==> src/rtl/calc_scheduler.sv <==
// calc_scheduler: shares one combinational NB-bit calculator between two
// requesters with round-robin arbitration, a programmable settle window and
// trapping of divide-by-zero / illegal opcodes before they reach the datapath.
// Optional macro CALC_SCHED_STATS_EN adds saturating stat_ops / stat_errs.
module calc_scheduler #(
  parameter int NB     = 48,
  parameter int SETTLE = 2
) (
  input  logic          clk,
  input  logic          rst,
  input  logic          req0_valid,
  output logic          req0_ready,
  input  logic [NB-1:0] req0_a,
  input  logic [NB-1:0] req0_b,
  input  logic [2:0]    req0_op,
  input  logic          req1_valid,
  output logic          req1_ready,
  input  logic [NB-1:0] req1_a,
  input  logic [NB-1:0] req1_b,
  input  logic [2:0]    req1_op,
  output logic [NB-1:0] calc_a,
  output logic [NB-1:0] calc_b,
  output logic [2:0]    calc_operand,
  input  logic [NB-1:0] calc_result,
  output logic          rsp_valid,
  input  logic          rsp_ready,
  output logic          rsp_id,
  output logic [NB-1:0] rsp_result,
  output logic          rsp_err
`ifdef CALC_SCHED_STATS_EN
  ,
  output logic [15:0]   stat_ops,
  output logic [15:0]   stat_errs
`endif
);

  localparam int CW = (SETTLE > 1) ? $clog2(SETTLE) : 1;
  localparam logic [CW-1:0] CNT_LOAD = CW'(SETTLE - 1);

  typedef enum logic [1:0] {IDLE, EXEC, RESP} state_t;

  state_t        state_reg, state_next;
  logic          ptr_reg;    // preferred port when both request
  logic [CW-1:0] cnt_reg;    // remaining settle cycles
  logic          trap_reg;   // accepted op is a trap: datapath untouched

  logic          gsel;
  logic          accept;
  logic [1:0]    valid_vec;
  logic [1:0]    ready_vec;
  logic [NB-1:0] sel_a, sel_b;
  logic [2:0]    sel_op;
  logic          sel_trap;

  assign valid_vec = {req1_valid, req0_valid};

  // Lone requester wins; on a tie the round-robin pointer decides.
  assign gsel   = (req0_valid && req1_valid) ? ptr_reg : req1_valid;
  assign accept = (state_reg == IDLE) && (req0_valid || req1_valid);

  // Ready is combinational from valid, only in IDLE, forced low during reset.
  generate
    for (genvar gi = 0; gi < 2; gi++) begin : g_ready
      assign ready_vec[gi] = (state_reg == IDLE) && !rst && valid_vec[gi]
                             && (gsel == 1'(gi));
    end
  endgenerate

  assign req0_ready = ready_vec[0];
  assign req1_ready = ready_vec[1];

  assign sel_a    = gsel ? req1_a  : req0_a;
  assign sel_b    = gsel ? req1_b  : req0_b;
  assign sel_op   = gsel ? req1_op : req0_op;
  assign sel_trap = (sel_op > 3'd4) || ((sel_op == 3'd3) && (sel_b == '0));

  assign rsp_valid = (state_reg == RESP);

  // Next-state logic; trapped ops also pass through EXEC for one cycle so the
  // error response always appears one edge after acceptance.
  always_comb begin
    state_next = state_reg;
    case (state_reg)
      IDLE: if (accept) state_next = EXEC;
      EXEC: if (cnt_reg == '0) state_next = RESP;
      RESP: if (rsp_ready) state_next = IDLE;
      default: state_next = IDLE;
    endcase
  end

  // State, arbitration pointer, calculator drive and response capture.
  always_ff @(posedge clk or posedge rst) begin
    if (rst) begin
      state_reg    <= IDLE;
      ptr_reg      <= 1'b0;
      cnt_reg      <= '0;
      trap_reg     <= 1'b0;
      calc_a       <= '0;
      calc_b       <= '0;
      calc_operand <= '0;
      rsp_id       <= 1'b0;
      rsp_result   <= '0;
      rsp_err      <= 1'b0;
    end else begin
      state_reg <= state_next;
      case (state_reg)
        IDLE: begin
          if (accept) begin
            rsp_id  <= gsel;
            ptr_reg <= ~gsel;
            if (sel_trap) begin
              trap_reg <= 1'b1;
              cnt_reg  <= '0;
            end else begin
              trap_reg     <= 1'b0;
              cnt_reg      <= CNT_LOAD;
              calc_a       <= sel_a;
              calc_b       <= sel_b;
              calc_operand <= sel_op;
            end
          end
        end
        EXEC: begin
          if (cnt_reg == '0) begin
            rsp_result <= trap_reg ? '0 : calc_result;
            rsp_err    <= trap_reg;
          end else begin
            cnt_reg <= cnt_reg - 1'b1;
          end
        end
        default: ;
      endcase
    end
  end

`ifdef CALC_SCHED_STATS_EN
  // Saturating counters of completed responses and of error responses.
  always_ff @(posedge clk or posedge rst) begin
    if (rst) begin
      stat_ops  <= '0;
      stat_errs <= '0;
    end else if ((state_reg == RESP) && rsp_ready) begin
      if (stat_ops != 16'hFFFF) stat_ops <= stat_ops + 16'd1;
      if (rsp_err && (stat_errs != 16'hFFFF)) stat_errs <= stat_errs + 16'd1;
    end
  end
`endif

endmodule

==> config.mk <==
export PLATFORM = sky130hd
export DESIGN_NAME = calc_scheduler
export DESIGN_NICKNAME = d
export VERILOG_FILES = /design/src/rtl/calc_scheduler.sv
export SDC_FILE = /design/constraint.sdc
export NUM_CORES = 1
export LEC_CHECK = 0
export BUFFER_PORTS_ARGS = -buffer_cell sky130_fd_sc_hd__buf_2
export CAP_MARGIN = 40
export CELL_PAD_IN_SITES_DETAIL_PLACEMENT = 1
export CELL_PAD_IN_SITES_GLOBAL_PLACEMENT = 1
export CORE_AREA = 4 4 153 155
export CTS_CLUSTER_DIAMETER = 80
export DETAILED_ROUTE_END_ITERATION = 6
export DIE_AREA = 0 0 157 159
export PLACE_DENSITY = 0.89
export SETUP_SLACK_MARGIN = 0.5
export SYNTH_ARGS = -nofsm -noshare
export SYNTH_HDL_FRONTEND = slang
export SYNTH_SLANG_ARGS = --single-unit
==> constraint.sdc <==
create_clock -name clk -period 10.2 [get_ports clk]
set_input_delay 2.04 -clock clk [delete_from_list [all_inputs] [get_ports clk]]
set_output_delay 2.04 -clock clk [all_outputs]
set_load 0.01 [all_outputs]
==> results of run 1 <==
## placed cells by master, fill, tap and decap left out, types with 2 or more instances in the layout
master / n
a21oi_1: 3
buf_2: 402
buf_4: 5
bufinv_16: 5
clkbuf_16: 17
clkinv_2: 3
clkinv_4: 2
dfrtp_1: 154
inv_1: 6
inv_6: 2
mux2_1: 85
mux2_2: 108
mux2i_1: 6
nand2_1: 50
nand2b_1: 48
nand4_1: 5
nor2_1: 4
nor3_1: 5
nor4_1: 19
nor4b_1: 4
o21ai_0: 52
## how the worst max path moves through the flow
stage / startpoint / endpoint / slack, ps
3_3_place_gp: req0_valid / calc_a[42]$_DFFE_PP0P_ / 4510
3_5_place_dp: req0_valid / calc_a[40]$_DFFE_PP0P_ / 4350
2_1_floorplan: rst / req0_ready / 2290
5_1_grt: req0_valid / calc_a[36]$_DFFE_PP0P_ / 4540
4_1_cts: req0_valid / calc_a[45]$_DFFE_PP0P_ / 4750
6_report: req0_valid / calc_a[45]$_DFFE_PP0P_ / 4780
## metal layers
metal | vias to the layer above | track usage, % | wire length (um)
li1 | 2908 | - | -
met1 | 3013 | 21.9 | 9470
met5 | - | 0 | 0
met3 | 41 | 6.01 | 2020
met2 | 263 | 35.4 | 12900
met4 | 0 | 6.86 | 706
## cell families (layout without fill, tap and decap cells)
logic type,Yosys count,after routing,synth area share (%)
AO/OA/AOI/OAI,62,62,4.50
buffers and inverters,47,446,3.41
flip-flops,154,154,51.9
multiplexers,199,199,30.1
other,0,1,0
AND/OR/NAND/NOR,140,140,10.1
## metrics by stage
step	setup slack (ps)	util [%]	instance area [um2]	hold WS [ps]
finish	4780	47.1	10300	477
global route	4540	47.1	10300	500
CTS	4750	47.1	10300	483
detailed placement	4350	44.2	9640	467
global placement	4510	44.1	9610	456
floorplan	2290	-	7420	491
## cell type report
class / instances / area share, %
Inverter: 8 / 0.341
Multi-Input combinational cell: 401 / 32.4
Tap cell: 280 / 3.41
Sequential cell: 154 / 37.5
Antenna cell: 1 / 0.0244
Clock inverter: 12 / 1.94
Timing Repair Buffer: 408 / 20.2
Clock buffer: 18 / 4.18
## cell usage after synthesis (all sizes together)
cell type	n
mux2i	6
nand2	50
nand2b	48
clkbuf	25
nand4b	1
nor3	5
dfrtp	154
o21ai	54
nand3	1
o22ai	1
or3	2
and4	1
nor4	19
buf	14
a21oi	3
nand4	5
a31oi	1
o21a	1
a211o	1
nor2	4
o32ai	1
mux2	193
inv	8
nor4b	4
## tightest hold or removal path: cells and delay by family, from the launching register on
kind / cells / cell delay (ps)
DFF: 1 / 340
AOI/OAI and AO/OA: 1 / 60
and+or+nand+nor: 1 / 40
## power by group through the flow
| stage | registers, W | logic [W] | clock network (W) |
|---|---|---|---|
| 2_1_floorplan | 0.00116 | 0.000544 | 0 |
| 3_3_place_gp | 0.00105 | 0.00109 | 0 |
| 3_5_place_dp | 0.00106 | 0.00116 | 0 |
| 4_1_cts | 0.00105 | 0.00116 | 0.000701 |
| 5_1_grt | 0.00108 | 0.00125 | 0.000732 |
| 6_report | 0.00104 | 0.00114 | 0.000683 |
==> flow_metrics.env, run 1 <==
export IMPL_outcome="finished, final reports clean"
export IMPL_rsz0062_at_grt="false"
export IMPL_hold_path_depth=2
export IMPL_max_freq_ghz=0.184
export IMPL_vias=6225
export IMPL_powerDensity_nw_per_um2=279
export IMPL_cp_cell_sequence="buf_2, inv_2, o21ai_4, buf_4, buf_4, mux2i_1, a21oi_1, a211o_4, buf_4, mux2_2"
export IMPL_reg_top3="calc_a x48, calc_b x48, rsp_result x48"
export IMPL_r2r_cells=8
export IMPL_synthesis_area_um2=7420
export IMPL_hold_viol_final=0
export IMPL_reg2reg_to="calc_a[45]$_DFFE_PP0P_"
export IMPL_routed_via_density=4.86
export IMPL_criticalPathCategory="in2reg"
export IMPL_drv_slew=0
export IMPL_reg2reg_slack_ps=6120
export IMPL_p_sw_w=0.00101
export IMPL_port_buffers=402
export IMPL_critPathMaxStageDelay_ps=730
export IMPL_p_int_w=0.00185
export IMPL_holdBufCountCts=0
export IMPL_hold_start="rsp_result[41]$_DFFE_PP0P_"
export IMPL_p_total_w=0.00287
export IMPL_hold_path_class="reg2reg"
export IMPL_area_delta_synth_final_pct=38.4
export IMPL_start_util_pct=34.0
export IMPL_coreArea_um2=21800
export IMPL_drt_first_pass_iters=5
export IMPL_fin_tns_setup_ps=0
export IMPL_ys_seq_area_share_pct=51.9
export IMPL_multiInputGateArea_um2=3330
export IMPL_postSynthCellCount=602
export IMPL_nNetsFinal=1241
export IMPL_setup_violations=0
export IMPL_die_height_um=159
export IMPL_num_rows=54
export IMPL_placed_cells_incl_taps=1251
export IMPL_synthTopCellsByArea="dfrtp_1, mux2_2, mux2_1, nand2b_1, o21ai_0"
export IMPL_cap_violations=0
export IMPL_synth_warnings=0
export IMPL_syn_num_nets=853
export IMPL_drc=0
export IMPL_regArea_um2=3850
export IMPL_grt_first_pass_wirelength_um=38500
export IMPL_htree_num_levels=4
export IMPL_peakVddDrop_mv=0.139
export IMPL_combPwrFrac_pct=39.7
export IMPL_ant_nets=0
export IMPL_finalWirelength_um=25100
export IMPL_ctsResizeCount=0
export IMPL_path_buf_inv=5
export IMPL_slew_headroom_pct=44.6
export IMPL_post_route_period_util_pct=53.2
export IMPL_path_depth=10
export IMPL_timing_rr_start="ptr_reg$_DFFE_PP0P_"
export IMPL_cts_root_buf="clkbuf_16"
export IMPL_cts_setup_buffers=0
export IMPL_grt_start_max_net_pins=99
export IMPL_clockBufferDepth=2
export IMPL_power_static_leakage_nw=5.04
export IMPL_seqPwrFrac_pct=36.4
export IMPL_fin_crit_ps=5420
export IMPL_die_area_um2=25000
export IMPL_fillCellCount=2486
export IMPL_ios=403
export IMPL_dpl_hpwl_um=20200
export IMPL_yosysTopAreaCellShare_pct=51.9
export IMPL_critPathMaxFanout=66
export IMPL_tritoncts="built"
export IMPL_syn_mean_instance_area_um2=12.3
export IMPL_clock_skew_ps=16.5
export IMPL_switching_share_pct=35.4
export IMPL_worstSetupStartpointType="primary input"
export IMPL_final_layout_size_suffix_gt1_share_pct=54.9
export IMPL_place_gp_congestion=0.952
export IMPL_grt_antenna_before_repair=1
export IMPL_cts_made_buffers=17
export IMPL_clk_latency_ps=430
export IMPL_crit_slowest_cell="buf_4"
export IMPL_wire_per_inst_um=19.6
export IMPL_worstMarginPinSlew_ps=831
export IMPL_die_x_um=157
export IMPL_ys_ff_latch=154
export IMPL_yosys_area_top_type="dfrtp_1"
export IMPL_whs_endpoint="rsp_result[41]$_DFFE_PP0P_"
export IMPL_crit_required_ps=10500
export IMPL_dr_first_iter_drc_count=193
export IMPL_ys_types=30
export IMPL_crit_family="buffers and inverters"
export IMPL_grt_pass1_vias=6968
export IMPL_grt_ovfl_total=0
export IMPL_clkSinkCount=154
export IMPL_pwr_share_clk_pct=23.8
export IMPL_cts_clk_slew_worst_paths_ps=60
export IMPL_crit_top_cell="buf_4"
export IMPL_worst_ep_arrival_time_ps=5730
export IMPL_grt_use_total_pct=19.7
export IMPL_endpoint_kind="flop"
export IMPL_fin_cells=1282
(Power assumes the default switching activity.)
==> run 2, diff against run 1 <==
--- a/config.mk
+++ b/config.mk
@@ -5,15 +5,16 @@
 export SDC_FILE = /design/constraint.sdc
 export NUM_CORES = 1
 export LEC_CHECK = 0
+export ABC_AREA = 1
 export BUFFER_PORTS_ARGS = -buffer_cell sky130_fd_sc_hd__buf_2
 export CAP_MARGIN = 40
 export CELL_PAD_IN_SITES_DETAIL_PLACEMENT = 1
 export CELL_PAD_IN_SITES_GLOBAL_PLACEMENT = 1
-export CORE_AREA = 4 4 153 155
+export CORE_MARGIN = 4
+export CORE_UTILIZATION = 28
 export CTS_CLUSTER_DIAMETER = 80
 export DETAILED_ROUTE_END_ITERATION = 6
-export DIE_AREA = 0 0 157 159
-export PLACE_DENSITY = 0.89
+export PLACE_DENSITY = 0.84
 export SETUP_SLACK_MARGIN = 0.5
 export SYNTH_ARGS = -nofsm -noshare
 export SYNTH_HDL_FRONTEND = slang
==> constraint.sdc (replaced) <==
create_clock -name clk -period 4.9 [get_ports clk]
set_input_delay 0.98 -clock clk [delete_from_list [all_inputs] [get_ports clk]]
set_output_delay 0.98 -clock clk [all_outputs]
set_load 0.01 [all_outputs]
==> flow_metrics.env, run 2 <==
export IMPL_outcome="finished, final reports clean"
export IMPL_endpoint_kind="flop"
export IMPL_criticalPathCategory="in2reg"
export IMPL_grt_first_pass_wirelength_um=44800
export IMPL_synth_edf_count=0
export IMPL_drv_slew=0
export IMPL_dr_first_iter_drc_count=385
export IMPL_grt_pass1_vias=8174
export IMPL_netlist_top_cells_count="nand2_1, dfrtp_1, nand3_1"
export IMPL_fin_tns_setup_ps=0
export IMPL_met2_usage_pct=34.9
export IMPL_drc=0
export IMPL_timing_rr_start="ptr_reg$_DFFE_PP0P_"
export IMPL_hold_start="calc_a[23]$_DFFE_PP0P_"
export IMPL_reg2reg_to="calc_a[31]$_DFFE_PP0P_"
export IMPL_drt_first_pass_iters=4
export IMPL_finalWirelength_um=30100
export IMPL_synth_warnings=0
export IMPL_grt_met1_usage_pct=22.7
export IMPL_crit_required_ps=5240
export IMPL_ys_async_sr_fraction_pct=100
export IMPL_clockBufferDepth=2
export IMPL_holdBufCountCts=0
export IMPL_grt_use_total_pct=19.2
export IMPL_clkSinkCount=154
export IMPL_fillCellCount=3350
export IMPL_die_x_um=172
export IMPL_cts_made_buffers=17
export IMPL_cap_violations=0
export IMPL_num_rows=59
export IMPL_max_freq_ghz=0.297
export IMPL_postSynthCellCount=962
export IMPL_tritoncts="built"
export IMPL_ctsResizeCount=0
export IMPL_routed_via_density=4.66
export IMPL_ios=403
export IMPL_slew_headroom_pct=45.2
export IMPL_htree_num_levels=4
export IMPL_globalRouteMet3Util_pct=4.21
export IMPL_final_layout_size_suffix_gt1_share_pct=34.2
export IMPL_powerDensity_nw_per_um2=572
export IMPL_grt_ovfl_total=0
export IMPL_grt_start_max_net_pins=69
export IMPL_worstMarginPinSlew_ps=820
export IMPL_whs_endpoint="calc_a[23]$_DFFE_PP0P_"
export IMPL_cp_startpoint="req1_valid"
export IMPL_vias=7846
export IMPL_dpl_hpwl_um=23200
export IMPL_fin_crit_ps=3370
export IMPL_clk_latency_ps=420
export IMPL_synthesis_area_um2=7570
export IMPL_grt_busiest_layer="met2"
export IMPL_port_buffers=402
export IMPL_hold_viol_final=0
export IMPL_cts_setup_buffers=0
export IMPL_power_static_leakage_nw=6.20
export IMPL_rsz0062_at_grt="false"
export IMPL_synthTopCellsByArea="dfrtp_1, nand2_1, nand3_1, a22o_1, buf_6"
export IMPL_hold_path_depth=2
export IMPL_clock_skew_ps=14.9
export IMPL_grt_antenna_before_repair=3
export IMPL_worstSetupStartpointType="primary input"
export IMPL_syn_mean_instance_area_um2=7.87
export IMPL_place_gp_congestion=0.794
export IMPL_r2r_cells=13
export IMPL_ys_seq_area_share_pct=50.9
export IMPL_peakVddDrop_mv=0.251
export IMPL_ys_ff_latch=154
export IMPL_final_cell_mix="nand2_1, buf_2, dfrtp_1, nand3_1, a22o_1"
export IMPL_reg2reg_slack_ps=1840
export IMPL_final_common_cell="nand2_1"
export IMPL_cts_clk_slew_worst_paths_ps=70
export IMPL_critPathMaxFanout=57
export IMPL_placed_cell_area_um2=9840
export IMPL_nNetsFinal=1585
export IMPL_cts_root_buf="clkbuf_16"
export IMPL_area_delta_synth_final_pct=37.8
export IMPL_synth_most_common_cell="nand2_1"
export IMPL_ant_nets=0
export IMPL_yosys_area_top_type="dfrtp_1"
export IMPL_wire_per_inst_um=17.9
export IMPL_fin_area_um2=10400
export IMPL_start_util_pct=28.7
export IMPL_synthFlopType="dfrtp_1"
export IMPL_ys_types=26
export IMPL_worst_ep_arrival_time_ps=3710
export IMPL_syn_num_nets=1213
export IMPL_coreArea_um2=26400
export IMPL_die_height_um=172
export IMPL_setup_violations=0
export IMPL_die_area_um2=29700
export IMPL_yosysTopAreaCellShare_pct=50.9
export IMPL_post_route_period_util_pct=68.7
export IMPL_hold_path_class="reg2reg"
export IMPL_reg_top3="calc_a x48, calc_b x48, rsp_result x48"
==> run 2: area by class of cell <==
type	count	area [um2]	area share, %
Antenna cell	1	2.50	0.0240
Clock buffer	19	453	4.34
Clock inverter	13	131	1.26
Inverter	37	143	1.37
Multi-Input combinational cell	705	3160	30.3
Sequential cell	154	3850	36.9
Tap cell	335	419	4.02
Timing Repair Buffer	419	2270	21.8
==> run 2: logic make-up (layout without fill, tap and decap cells) <==
group,Yosys count,in the layout,synth area share (%)
other,0,1,0
flip-flops,154,154,50.9
AO/OA/AOI/OAI,66,66,7.06
AND/OR/NAND/NOR,639,639,34.4
buffers and inverters,103,488,7.67
==> run 2: metrics by stage <==
| stage | util (%) | instances | hold slack [ps] | worst slack, ps | total power, W |
|---|---|---|---|---|---|
| after detailed placement | 37.3 | 1650 | 454 | 1020 | 0.00470 |
| after global routing | 39.6 | 1683 | 499 | 1220 | 0.00643 |
| after floorplan | - | 962 | 473 | 377 | 0.00356 |
| final | 39.6 | 1683 | 466 | 1530 | 0.00596 |
| after global placement | 36.9 | 1645 | 449 | 906 | 0.00455 |
| after CTS | 39.6 | 1682 | 471 | 1460 | 0.00607 |
==> run 2: worst max-delay path by stage <==
stage	end	slack, ps	cells after the start
2_1_floorplan	req0_ready	380	3
3_3_place_gp	calc_b[8]$_DFFE_PP0P_	910	9
3_5_place_dp	calc_a[39]$_DFFE_PP0P_	1020	13
4_1_cts	calc_a[31]$_DFFE_PP0P_	1460	13
5_1_grt	calc_b[10]$_DFFE_PP0P_	1220	13
6_report	calc_a[31]$_DFFE_PP0P_	1530	12
==> run 2: report_power, final <==
part	internal (W)	switching (W)	total, W
clock	0.000742	0.000591	0.00133
sequential	0.00182	0.000301	0.00212
combinational	0.000957	0.00156	0.00251
==> run 2: critical path: stages <==
cell and delay [ps]:
buf_2 140, a21boi_4 690, buf_12 280, o21ai_1 170, nor2_1 120, nand4_1 80
nor2_1 210, nand2_4 80, nand2_4 400, buf_12 310, nand2_1 90, nand2_1 80
==> run 2: metal layers <==
metal	vias to the layer above	share of wire, %
li1	3804	-
met1	3729	41
met2	264	51
met3	45	6.6
met4	4	1.9
met5	-	0.063
